==> src/rtl/sram_arbiter_if.sv <==
// sram_arbiter_if: SRAM-like request/response bundle shared by the requesters and the downstream port
interface sram_arbiter_if;
    logic        req;
    logic        wr;
    logic [1:0]  size;
    logic [31:0] addr;
    logic [31:0] wdata;
    logic        addr_ok;
    logic        data_ok;
    logic [31:0] rdata;

    modport master (output req, wr, size, addr, wdata, input addr_ok, data_ok, rdata);
    modport slave  (input req, wr, size, addr, wdata, output addr_ok, data_ok, rdata);
endinterface

==> src/rtl/sram_arbiter.sv <==
// sram_arbiter: merges instruction and data SRAM-like ports onto one downstream port, in-order responses
module sram_arbiter #(
    parameter int DEPTH = 4
) (
    input  logic                 clk,
    input  logic                 rst,
    sram_arbiter_if.slave        i,
    sram_arbiter_if.slave        d,
    sram_arbiter_if.master       m,
    output logic                 busy,
    output logic                 err_stray
);
    localparam int AW = $clog2(DEPTH);
    localparam int CW = AW + 1;

    logic [CW-1:0]    count;
    logic [AW-1:0]    wp, rp;
    logic [DEPTH-1:0] owner_q;
    logic             lock, lock_d, last_d;
    logic             grant_d, full, accept, pop, head;

    // Grant selection: a held lock wins while its owner still requests, otherwise round-robin
    always_comb begin
        full    = (count == CW'(DEPTH));
        grant_d = (lock && (lock_d ? d.req : i.req)) ? lock_d
                : (i.req && d.req)                   ? ~last_d
                :                                      d.req;
    end

    assign m.req     = rst & (i.req | d.req) & ~full;
    assign m.wr      = grant_d ? d.wr    : i.wr;
    assign m.size    = grant_d ? d.size  : i.size;
    assign m.addr    = grant_d ? d.addr  : i.addr;
    assign m.wdata   = grant_d ? d.wdata : i.wdata;
    assign accept    = m.req & m.addr_ok;
    assign i.addr_ok = accept & ~grant_d;
    assign d.addr_ok = accept & grant_d;
    assign pop       = m.data_ok & (count != '0);
    assign head      = owner_q[rp];
    assign i.data_ok = pop & ~head;
    assign d.data_ok = pop & head;
    assign i.rdata   = m.rdata;
    assign d.rdata   = m.rdata;
    assign busy      = (count != '0);

    // Owner FIFO, occupancy, lock and round-robin history; a reset drops everything outstanding
    always_ff @(posedge clk or negedge rst) begin
        if (!rst) begin
            count     <= '0;
            wp        <= '0;
            rp        <= '0;
            owner_q   <= '0;
            lock      <= 1'b0;
            lock_d    <= 1'b0;
            last_d    <= 1'b0;
            err_stray <= 1'b0;
        end else begin
            if (accept) begin
                owner_q[wp] <= grant_d;
                wp          <= wp + AW'(1);
                last_d      <= grant_d;
            end
            if (pop)
                rp <= rp + AW'(1);
            count  <= count + CW'(accept) - CW'(pop);
            lock   <= m.req & ~m.addr_ok;
            lock_d <= grant_d;
            if (m.data_ok && count == '0)
                err_stray <= 1'b1;
        end
    end
endmodule

==> src/flat_wrapper.sv <==
// flat-port wrapper written by rule: the top's interface ports become plain ports
module sram_arbiter_flat 
#(
    parameter int DEPTH = 4
)
  (clk, rst, busy, err_stray, i_req, i_wr, i_size, i_addr, i_wdata, i_addr_ok, i_data_ok, i_rdata, d_req, d_wr, d_size, d_addr, d_wdata, d_addr_ok, d_data_ok, d_rdata, m_req, m_wr, m_size, m_addr, m_wdata, m_addr_ok, m_data_ok, m_rdata);
  sram_arbiter_if i_i ();
  sram_arbiter_if d_i ();
  sram_arbiter_if m_i ();
  input  logic clk;
  input  logic rst;
  output logic busy;
  output logic err_stray;
  input wire logic [$bits(i_i.req)-1:0] i_req;
  input wire logic [$bits(i_i.wr)-1:0] i_wr;
  input wire logic [$bits(i_i.size)-1:0] i_size;
  input wire logic [$bits(i_i.addr)-1:0] i_addr;
  input wire logic [$bits(i_i.wdata)-1:0] i_wdata;
  output wire logic [$bits(i_i.addr_ok)-1:0] i_addr_ok;
  output wire logic [$bits(i_i.data_ok)-1:0] i_data_ok;
  output wire logic [$bits(i_i.rdata)-1:0] i_rdata;
  input wire logic [$bits(d_i.req)-1:0] d_req;
  input wire logic [$bits(d_i.wr)-1:0] d_wr;
  input wire logic [$bits(d_i.size)-1:0] d_size;
  input wire logic [$bits(d_i.addr)-1:0] d_addr;
  input wire logic [$bits(d_i.wdata)-1:0] d_wdata;
  output wire logic [$bits(d_i.addr_ok)-1:0] d_addr_ok;
  output wire logic [$bits(d_i.data_ok)-1:0] d_data_ok;
  output wire logic [$bits(d_i.rdata)-1:0] d_rdata;
  output wire logic [$bits(m_i.req)-1:0] m_req;
  output wire logic [$bits(m_i.wr)-1:0] m_wr;
  output wire logic [$bits(m_i.size)-1:0] m_size;
  output wire logic [$bits(m_i.addr)-1:0] m_addr;
  output wire logic [$bits(m_i.wdata)-1:0] m_wdata;
  input wire logic [$bits(m_i.addr_ok)-1:0] m_addr_ok;
  input wire logic [$bits(m_i.data_ok)-1:0] m_data_ok;
  input wire logic [$bits(m_i.rdata)-1:0] m_rdata;
  assign i_i.req = i_req;
  assign i_i.wr = i_wr;
  assign i_i.size = i_size;
  assign i_i.addr = i_addr;
  assign i_i.wdata = i_wdata;
  assign i_addr_ok = i_i.addr_ok;
  assign i_data_ok = i_i.data_ok;
  assign i_rdata = i_i.rdata;
  assign d_i.req = d_req;
  assign d_i.wr = d_wr;
  assign d_i.size = d_size;
  assign d_i.addr = d_addr;
  assign d_i.wdata = d_wdata;
  assign d_addr_ok = d_i.addr_ok;
  assign d_data_ok = d_i.data_ok;
  assign d_rdata = d_i.rdata;
  assign m_req = m_i.req;
  assign m_wr = m_i.wr;
  assign m_size = m_i.size;
  assign m_addr = m_i.addr;
  assign m_wdata = m_i.wdata;
  assign m_i.addr_ok = m_addr_ok;
  assign m_i.data_ok = m_data_ok;
  assign m_i.rdata = m_rdata;
  sram_arbiter #(.DEPTH(DEPTH)) u_core (.clk(clk), .rst(rst), .i(i_i), .d(d_i), .m(m_i), .busy(busy), .err_stray(err_stray));
endmodule
==> config.mk <==
export PLATFORM = sky130hd
export DESIGN_NAME = sram_arbiter_flat
export DESIGN_NICKNAME = d
export VERILOG_FILES = /design/src/rtl/sram_arbiter_if.sv /design/src/rtl/sram_arbiter.sv /design/src/flat_wrapper.sv
export SDC_FILE = /design/constraint.sdc
export NUM_CORES = 1
export LEC_CHECK = 0
export CORE_AREA = 2 2 121 123
export CTS_BUF_LIST = sky130_fd_sc_hd__clkbuf_4 sky130_fd_sc_hd__clkbuf_8 sky130_fd_sc_hd__clkbuf_16
export DETAILED_ROUTE_END_ITERATION = 10
export DIE_AREA = 0 0 123 125
export MAX_ROUTING_LAYER = met4
export PLACE_DENSITY = 0.56
export SLEW_MARGIN = 40
export SYNTH_ARGS = -nofsm -noshare
export SYNTH_HDL_FRONTEND = slang
export SYNTH_SLANG_ARGS = --single-unit
==> constraint.sdc <==
create_clock -name clk -period 2.55 [get_ports clk]
set_input_delay 0.51 -clock clk [delete_from_list [all_inputs] [get_ports clk]]
set_output_delay 0.51 -clock clk [all_outputs]
set_load 0.005 [all_outputs]
==> reports/results.tsv, run 1 <==
metric	value	unit
status	completed	
Reg area	375	um2
grt ovf	0	
Final nets	570	
Placement Setup Slack	-0.329	ns
Reg2Reg Depth	7	
synth top area cells	mux2_4 (26%), buf_4 (22%), dfrtp_1 (16%)	
ant diodes	0	
TritonCTS clock tree	done	
Syn-to-layout area delta	96.7	%
yosys warns	0	
Startpoint Class	register	
worst vdd ir	0.265	mV
Synth top area share	26.3	%
clk root buf	clkbuf_16	
vias in the first global route	2290	
post-layout min period	2.54	ns
Row Count	44	
Vias	2150	
Slew Limit Fails	0	
CTS max path bufs	2	
gr usage total	10.5	%
Logic pwr share	66.7	%
P_int	0.00155	W
WHS	0.324	ns
Leak	2.04	nW
Reg clk slew, reported paths	0.05	ns
sw frac	30.1	%
DR iter-0 viols	18	
die width	123	um
Seq cells post-synth	15	
Post-DP HPWL	7230	um
max cap viols	0	
sequential share of power	19.9	%
syn_nets	382	
Core ar.	0.0142	mm2
Worst Path Max Fanout	8	
Hold Path Class	input pin to async pin	
Port Buf Inserts	213	
Worst Setup Slack, final	0.00598	ns
R2R Path Start	u_core.count[1]$_DFF_PN0_	
die extent in y	125	um
CP endpoint kind	primary output	
Setup Skew	0.00365	ns
initial antenna violation count	0	
Die ar.	0.0154	mm2
Final Power	0.00222	W
fmax	0.393	GHz
power share of the clock group	13.5	%
Power Density	493	mW/mm2
largest net degree at the start of global routing	16	
drt wl/cell	15.3	um
fin util	31.7	%
Final setup viols	0	
Synth Cell Area	0.00229	mm2
clk sinks	15	
crit path kind	register to primary output	
clk_lat worst skew	0.24	ns
CTS Buf Count	3	
multi-input logic area	0.00131	mm2
count of distinct cell types in the synthesized netlist	28	
final setup TNS	0	ns
Hold Fails Final Rpt	0	
Avg Vias per Cell	3.75	
RSZ-0062 raised after global routing	true	
Tcrit/Tclk final	99.8	%
Filler cells	1445	
Placer Congestion	0.812	
largest area contributor in the netlist	mux2_4	
Antenna Nets Post-Route	0	
commonest non-fill, non-tap cell in the layout	clkdlybuf4s50_1	
WP data required	2.04	ns
Syn Inst Count	203	
arrival time at the worst endpoint	2.03	ns
Detailed Routing Iterations Pass 1	4	
Net Sw Power	0.000668	W
post-synthesis sequential area ratio	16.4	%
most frequent cells in the layout	clkdlybuf4s50_1 (142), mux2_4 (48), clkbuf_2 (37)	
Least-Margin Pin Slew	0.235	ns
CTS H-tree lvls	1	
# IOs	310	
Avg Cell Area, Syn	11.3	um2
DR DRC count	0	
worst setup path start	u_core.last_d$_DFFE_PN0P_	
Hold Buf Count CTS	0	
relative slew slack	84.4	%
first-pass GRT wire length	12200	um
FF-to-FF setup slack	0.44	ns
layout cell share with drive strength beyond 1	42.1	%
FF-to-FF End	u_core.count[2]$_DFF_PN0_	
initial core utilization	16.1	%
WL final	8780	um
CP Capture Point	m_addr[31]	
timing repair:
item                       CTS  global route
pin swaps                    2             2
setup endpoints to repair   69            47
gates resized for setup    101           110
setup buffers               12             7
cloned                       2             2
power by group through the flow:
stage	clock network [W]	registers [W]	logic [W]
after floorplan	0	0.000417	0.000766
after global placement	0	0.000434	0.00138
after detailed placement	0	0.000442	0.00141
after CTS	0.000309	0.000439	0.00144
after global routing	0.000320	0.000456	0.00160
final	0.000298	0.000440	0.00148
flip-flops by register name, summed over array words and instances (netlist names):
signal,flops
u_core.owner_q,4
u_core.count,3
u_core.rp,2
u_core.wp,2
u_core.err_stray,1
u_core.last_d,1
u_core.lock,1
u_core.lock_d,1
stage by stage:
stage / area (um2) / instances
3_5_place_dp: 4270 / 549
2_1_floorplan: 2290 / 203
6_report: 4500 / 574
3_3_place_gp: 4270 / 549
5_1_grt: 4500 / 574
4_1_cts: 4470 / 567
cells by family (layout without fill, tap and decap cells):
group / after synthesis / after routing / share of synthesized area, %
muxes: 74 / 74 / 43.5
adders and majority gates: 7 / 7 / 4.16
buffers and inverters: 82 / 269 / 27.8
xor gates and xnor gates: 5 / 5 / 1.92
DFF: 15 / 15 / 16.4
and+or+nand+nor: 15 / 15 / 3.67
AOI/OAI and AO/OA: 5 / 5 / 2.52
cells in the mapped netlist:
cell       n
nand2_2    1
o21bai_1   1
mux2_4    40
and2_1     1
mux2_1     2
ha_1       6
nand3_1    4
o211a_1    2
nor2_1     1
nor2b_1    2
xor2_1     1
a31oi_4    1
and3_1     1
or3_1      1
xnor2_1    4
buf_4     66
or3b_1     1
clkbuf_1   1
mux2_2    31
inv_1      9
fa_1       1
buf_6      2
o31a_1     1
or2_1      1
buf_12     4
mux4_2     1
nand2_1    2
dfrtp_1   15
layout make-up:
cell class	instances	area share [%]
inverter	9	0.751
timing repair buffer	256	54.9
clock buffer	3	1.67
clock inverter	1	0.111
multi-input combinational	106	29.1
sequential	15	8.35
tap	184	5.12
worst min path at each step:
stage	depth (start not counted)	slack, ns	to	startpoint
final	2	0.32	u_core.owner_q[1]$_DFFE_PN0P_	rst
after detailed placement	1	0.49	u_core.err_stray$_DFFE_PN0P_	u_core.err_stray$_DFFE_PN0P_
after CTS	1	0.50	u_core.err_stray$_DFFE_PN0P_	u_core.err_stray$_DFFE_PN0P_
after global placement	1	0.46	u_core.err_stray$_DFFE_PN0P_	u_core.err_stray$_DFFE_PN0P_
after global routing	2	0.37	u_core.owner_q[1]$_DFFE_PN0P_	rst
after floorplan	0	0.21	u_core.count[0]$_DFF_PN0_	rst
metal layers:
metal  track usage (%)  vias to the layer above  routed length (um)
met5                 -                        -                   0
met4              2.01                        0                  62
met3              4.01                        6                1090
met2              19.3                      135                4590
met1              10.4                     1004                3030
li1                  -                     1005                   -
critical path, cell delays in order, from the launching register on:
cell	delay [ns]
dfrtp_1	0.37
or2_1	0.26
a31oi_4	0.26
buf_12	0.19
buf_6	0.12
mux2_2	0.32
dlygate4sd2_1	0.27
Note: power is estimated with default switching activity, not from simulation.
==> inputs of run 2 (changes only) <==
--- a/config.mk
+++ b/config.mk
@@ -5,12 +5,15 @@
 export SDC_FILE = /design/constraint.sdc
 export NUM_CORES = 1
 export LEC_CHECK = 0
-export CORE_AREA = 2 2 121 123
+export ABC_AREA = 1
+export CELL_PAD_IN_SITES_DETAIL_PLACEMENT = 0
+export CELL_PAD_IN_SITES_GLOBAL_PLACEMENT = 1
+export CORE_MARGIN = 2
+export CORE_UTILIZATION = 14
 export CTS_BUF_LIST = sky130_fd_sc_hd__clkbuf_4 sky130_fd_sc_hd__clkbuf_8 sky130_fd_sc_hd__clkbuf_16
 export DETAILED_ROUTE_END_ITERATION = 10
-export DIE_AREA = 0 0 123 125
 export MAX_ROUTING_LAYER = met4
-export PLACE_DENSITY = 0.56
+export PLACE_DENSITY = 0.83
 export SLEW_MARGIN = 40
 export SYNTH_ARGS = -nofsm -noshare
 export SYNTH_HDL_FRONTEND = slang
==> run 2 against run 1 <==
Net effect: area after synthesis shrank 4.8%; highest routed layer unchanged; global-route usage shrank 0.88 points; sequential share of layout area grew 0.21 points; combinational power shrank 3%; largest power group unchanged; critical path type is now input pin to primary output; first-iteration DRC count grew to 3.1 times the previous value; via count grew 22%; setup slack gained 0.078 ns.
==> reports/results.tsv, run 2 <==
metric	value	unit	change
vias in the first global route	2518		+10%
Biggest register	u_core.owner_q		
CTS Buf Count	3		unchanged
syn_nets	556		+46%
R2R Path Start	u_core.count[1]$_DFF_PN0_		
wl on met1	3240	um	+6.9%
Crit path largest cell delay	0.51	ns	+0.14 ns
CP endpoint kind	primary output		
worst setup path start	rst		
fmax	0.406	GHz	+3.2%
critical path depth	6		unchanged
Hold Path Class	register to register		
Reg clk slew, reported paths	0.05	ns	about the same
Top Registers	u_core.owner_q (4), u_core.count (3)		
Hold Fails Final Rpt	0		unchanged
Worst Setup Slack, final	0.0840	ns	+0.0781 ns
die extent in y	129	um	+3.0%
Least-Margin Pin Slew	0.249	ns	+0.0147 ns
critical path's top delay family	buffers and inverters		
synth top area cells	nand2_1 (38%), buf_4 (22%), dfrtp_1 (17%)		
most frequent cells in the layout	nand2_1 (221), clkdlybuf4s50_1 (202), inv_1 (19)		
initial antenna violation count	0		unchanged
yosys warns	0		unchanged
DR iter-0 viols	56		+38
clk sinks	15		unchanged
# IOs	310		unchanged
CP Capture Point	i_addr_ok		
FF-to-FF setup slack	0.38	ns	-0.06 ns
clk_lat worst skew	0.24	ns	about the same
Core ar.	0.0152	mm2	+7.0%
Die ar.	0.0166	mm2	+7.7%
number of synthesized flops with an enable pin	0		unchanged
layout cell share with drive strength beyond 1	7.12	%	-35 points
Tcrit/Tclk final	96.7	%	-3.1 points
post-layout min period	2.47	ns	-0.0781 ns
Placement Setup Slack	-0.0908	ns	+0.238 ns
ant diodes	0		unchanged
Primary FF master, synth	dfrtp_1		
Power Density	494	mW/mm2	+0.32%
WP buf/inv	3		unchanged
largest net degree at the start of global routing	37		+21
Slew Limit Fails	0		unchanged
Final Cell Area	0.00438	mm2	-2.5%
RSZ-0062 raised after global routing	false		
die width	129	um	+4.6%
post-synthesis sequential area ratio	17.2	%	+0.82 points
CTS H-tree lvls	1		unchanged
DR top layer	met4		
Post-synth ARST share	100	%	unchanged
count of distinct cell types in the synthesized netlist	26		-7.1%
status	completed		
cell repeated most along the worst path	clkdlybuf4s50_1		
crit path kind	input pin to primary output		
Final setup viols	0		unchanged
largest area contributor in the netlist	nand2_1		
Port Buf Inserts	213		unchanged
Vias	2629		+22%
Placer Congestion	0.744		-8.3%
grt ovf	0		unchanged
arrival time at the worst endpoint	1.96	ns	-0.07 ns
WP data required	2.04	ns	about the same
DR DRC count	0		unchanged
final setup TNS	0	ns	unchanged
Seq cells post-synth	15		unchanged
CTS max path bufs	2		unchanged
Met2 Wirelength	4070	um	-11%
clk root buf	clkbuf_16		
Syn Inst Count	377		+86%
Synth Cell Area	0.00218	mm2	-4.8%
Antenna Nets Post-Route	0		unchanged
drt wl/cell	11.9	um	-22%
commonest non-fill, non-tap cell in the layout	nand2_1		
first-pass GRT wire length	12200	um	+0.23%
Worst Path Max Fanout	5		-3
gr usage total	9.60	%	-0.88 points
Hold Buf Count CTS	0		unchanged
worst hold start	u_core.err_stray$_DFFE_PN0P_		
Synth top area share	38.1	%	+12 points
Row Count	45		+2.3%
Syn-to-layout area delta	101	%	
Reg2Reg Depth	10		+3
worst-path cell chain	clkdlybuf4s50_1, inv_1, nor2_4, nand3_4, nor2_2, clkdlybuf4s50_1		
worst vdd ir	0.279	mV	+5.0%
Avg Cell Area, Syn	5.77	um2	-49%
Avg Vias per Cell	3.64		-2.8%
WHS	0.472	ns	+0.148 ns
TritonCTS clock tree	done		
slowest CP cell	clkdlybuf4s50_1		
max cap viols	0		unchanged
Commonest cells post-synth	nand2_1 (221), buf_4 (64), inv_1 (19), dfrtp_1 (15), buf_2 (12)		
most common cell in the netlist	nand2_1		
metal3 WL	907	um	-17%
relative slew slack	83.2	%	-1.2 points
Leak	2.17	nW	+6.2%
Setup Skew	0.00217	ns	-0.00148 ns
number of flip-flops under the largest register name	4		unchanged
placed instance area	0.00412	mm2	-3.6%
WL final	8570	um	-2.4%
Filler cells	1643		+14%
FF-to-FF End	u_core.count[2]$_DFF_PN0_		
Startpoint Class	input pin		
Detailed Routing Iterations Pass 1	4		unchanged
Final nets	714		+25%
initial core utilization	14.3	%	-1.8 points
Post-DP HPWL	6540	um	-9.5%
-- run 2: cell types whose count changed in the layout (fill, tap and decap cells not counted), moves of 23 or more --
cell             change
mux2_4              -48
mux2_2              -23
clkdlybuf4s50_1     +60
clkdlybuf4s15_1     -23
clkbuf_2            -37
nand2_1            +219
-- run 2: worst min-delay path by stage --
| stage | slack, ns | endpoint | depth (start not counted) |
|---|---|---|---|
| finish | 0.47 | u_core.err_stray$_DFFE_PN0P_ | 1 |
| detailed placement | 0.47 | u_core.err_stray$_DFFE_PN0P_ | 1 |
| global placement | 0.46 | u_core.err_stray$_DFFE_PN0P_ | 1 |
| floorplan | 0.21 | u_core.count[0]$_DFF_PN0_ | 0 |
| CTS | 0.48 | u_core.err_stray$_DFFE_PN0P_ | 1 |
| global route | 0.50 | u_core.err_stray$_DFFE_PN0P_ | 1 |
-- run 2: where the power goes --
part | internal (W) | total [W] | leakage (nW) | switching, W
Sequential | 0.000345 | 0.000418 | 0.181 | 0.0000734
Clock | 0.000222 | 0.000315 | 0.0416 | 0.0000928
Combinational | 0.000842 | 0.00143 | 1.94 | 0.000592
-- run 2: stage by stage --
| step | instances | util (%) | total power, W |
|---|---|---|---|
| finish | 722 | 28.8 | 0.00217 |
| global route | 722 | 28.8 | 0.00237 |
| CTS | 722 | 28.7 | 0.00221 |
| detailed placement | 712 | 27.1 | 0.00178 |
| global placement | 712 | 27.1 | 0.00177 |
| floorplan | 377 | - | 0.00109 |
-- run 2: cell families after synthesis --
group           Yosys count  synth area share [%]
xor+xnor                  4                  1.61
simple gates            244                  45.0
flops                    15                  17.2
buf+inv                  99                  29.6
compound gates            8                  2.18
fa+ha+maj                 7                  4.37
-- run 2: per-layer routing --
layer,GRT usage (%),vias to the layer above
met5,-,-
met4,4.35,0
met3,2.29,36
met2,16.7,166
met1,10.3,1054
li1,-,1373
-- run 2: what timing repair did --
item / 4_1_cts / 5_1_grt
setup buffers: 3 / 0
endpoints found under the setup margin: 68 / 18
gates resized for setup: 5 / 10
cloned: 3 / 0
pin swaps: 2 / 1
-- run 2: layout make-up --
class                           count  area (um2)  share of cell area [%]
Tap cell                          188         235                    5.37
Multi-Input combinational cell    263        1170                    26.7
Clock buffer                        4        82.6                    1.88
Timing Repair Buffer              231        2440                    55.7
Inverter                           21        81.3                    1.86
Sequential cell                    15         375                    8.56
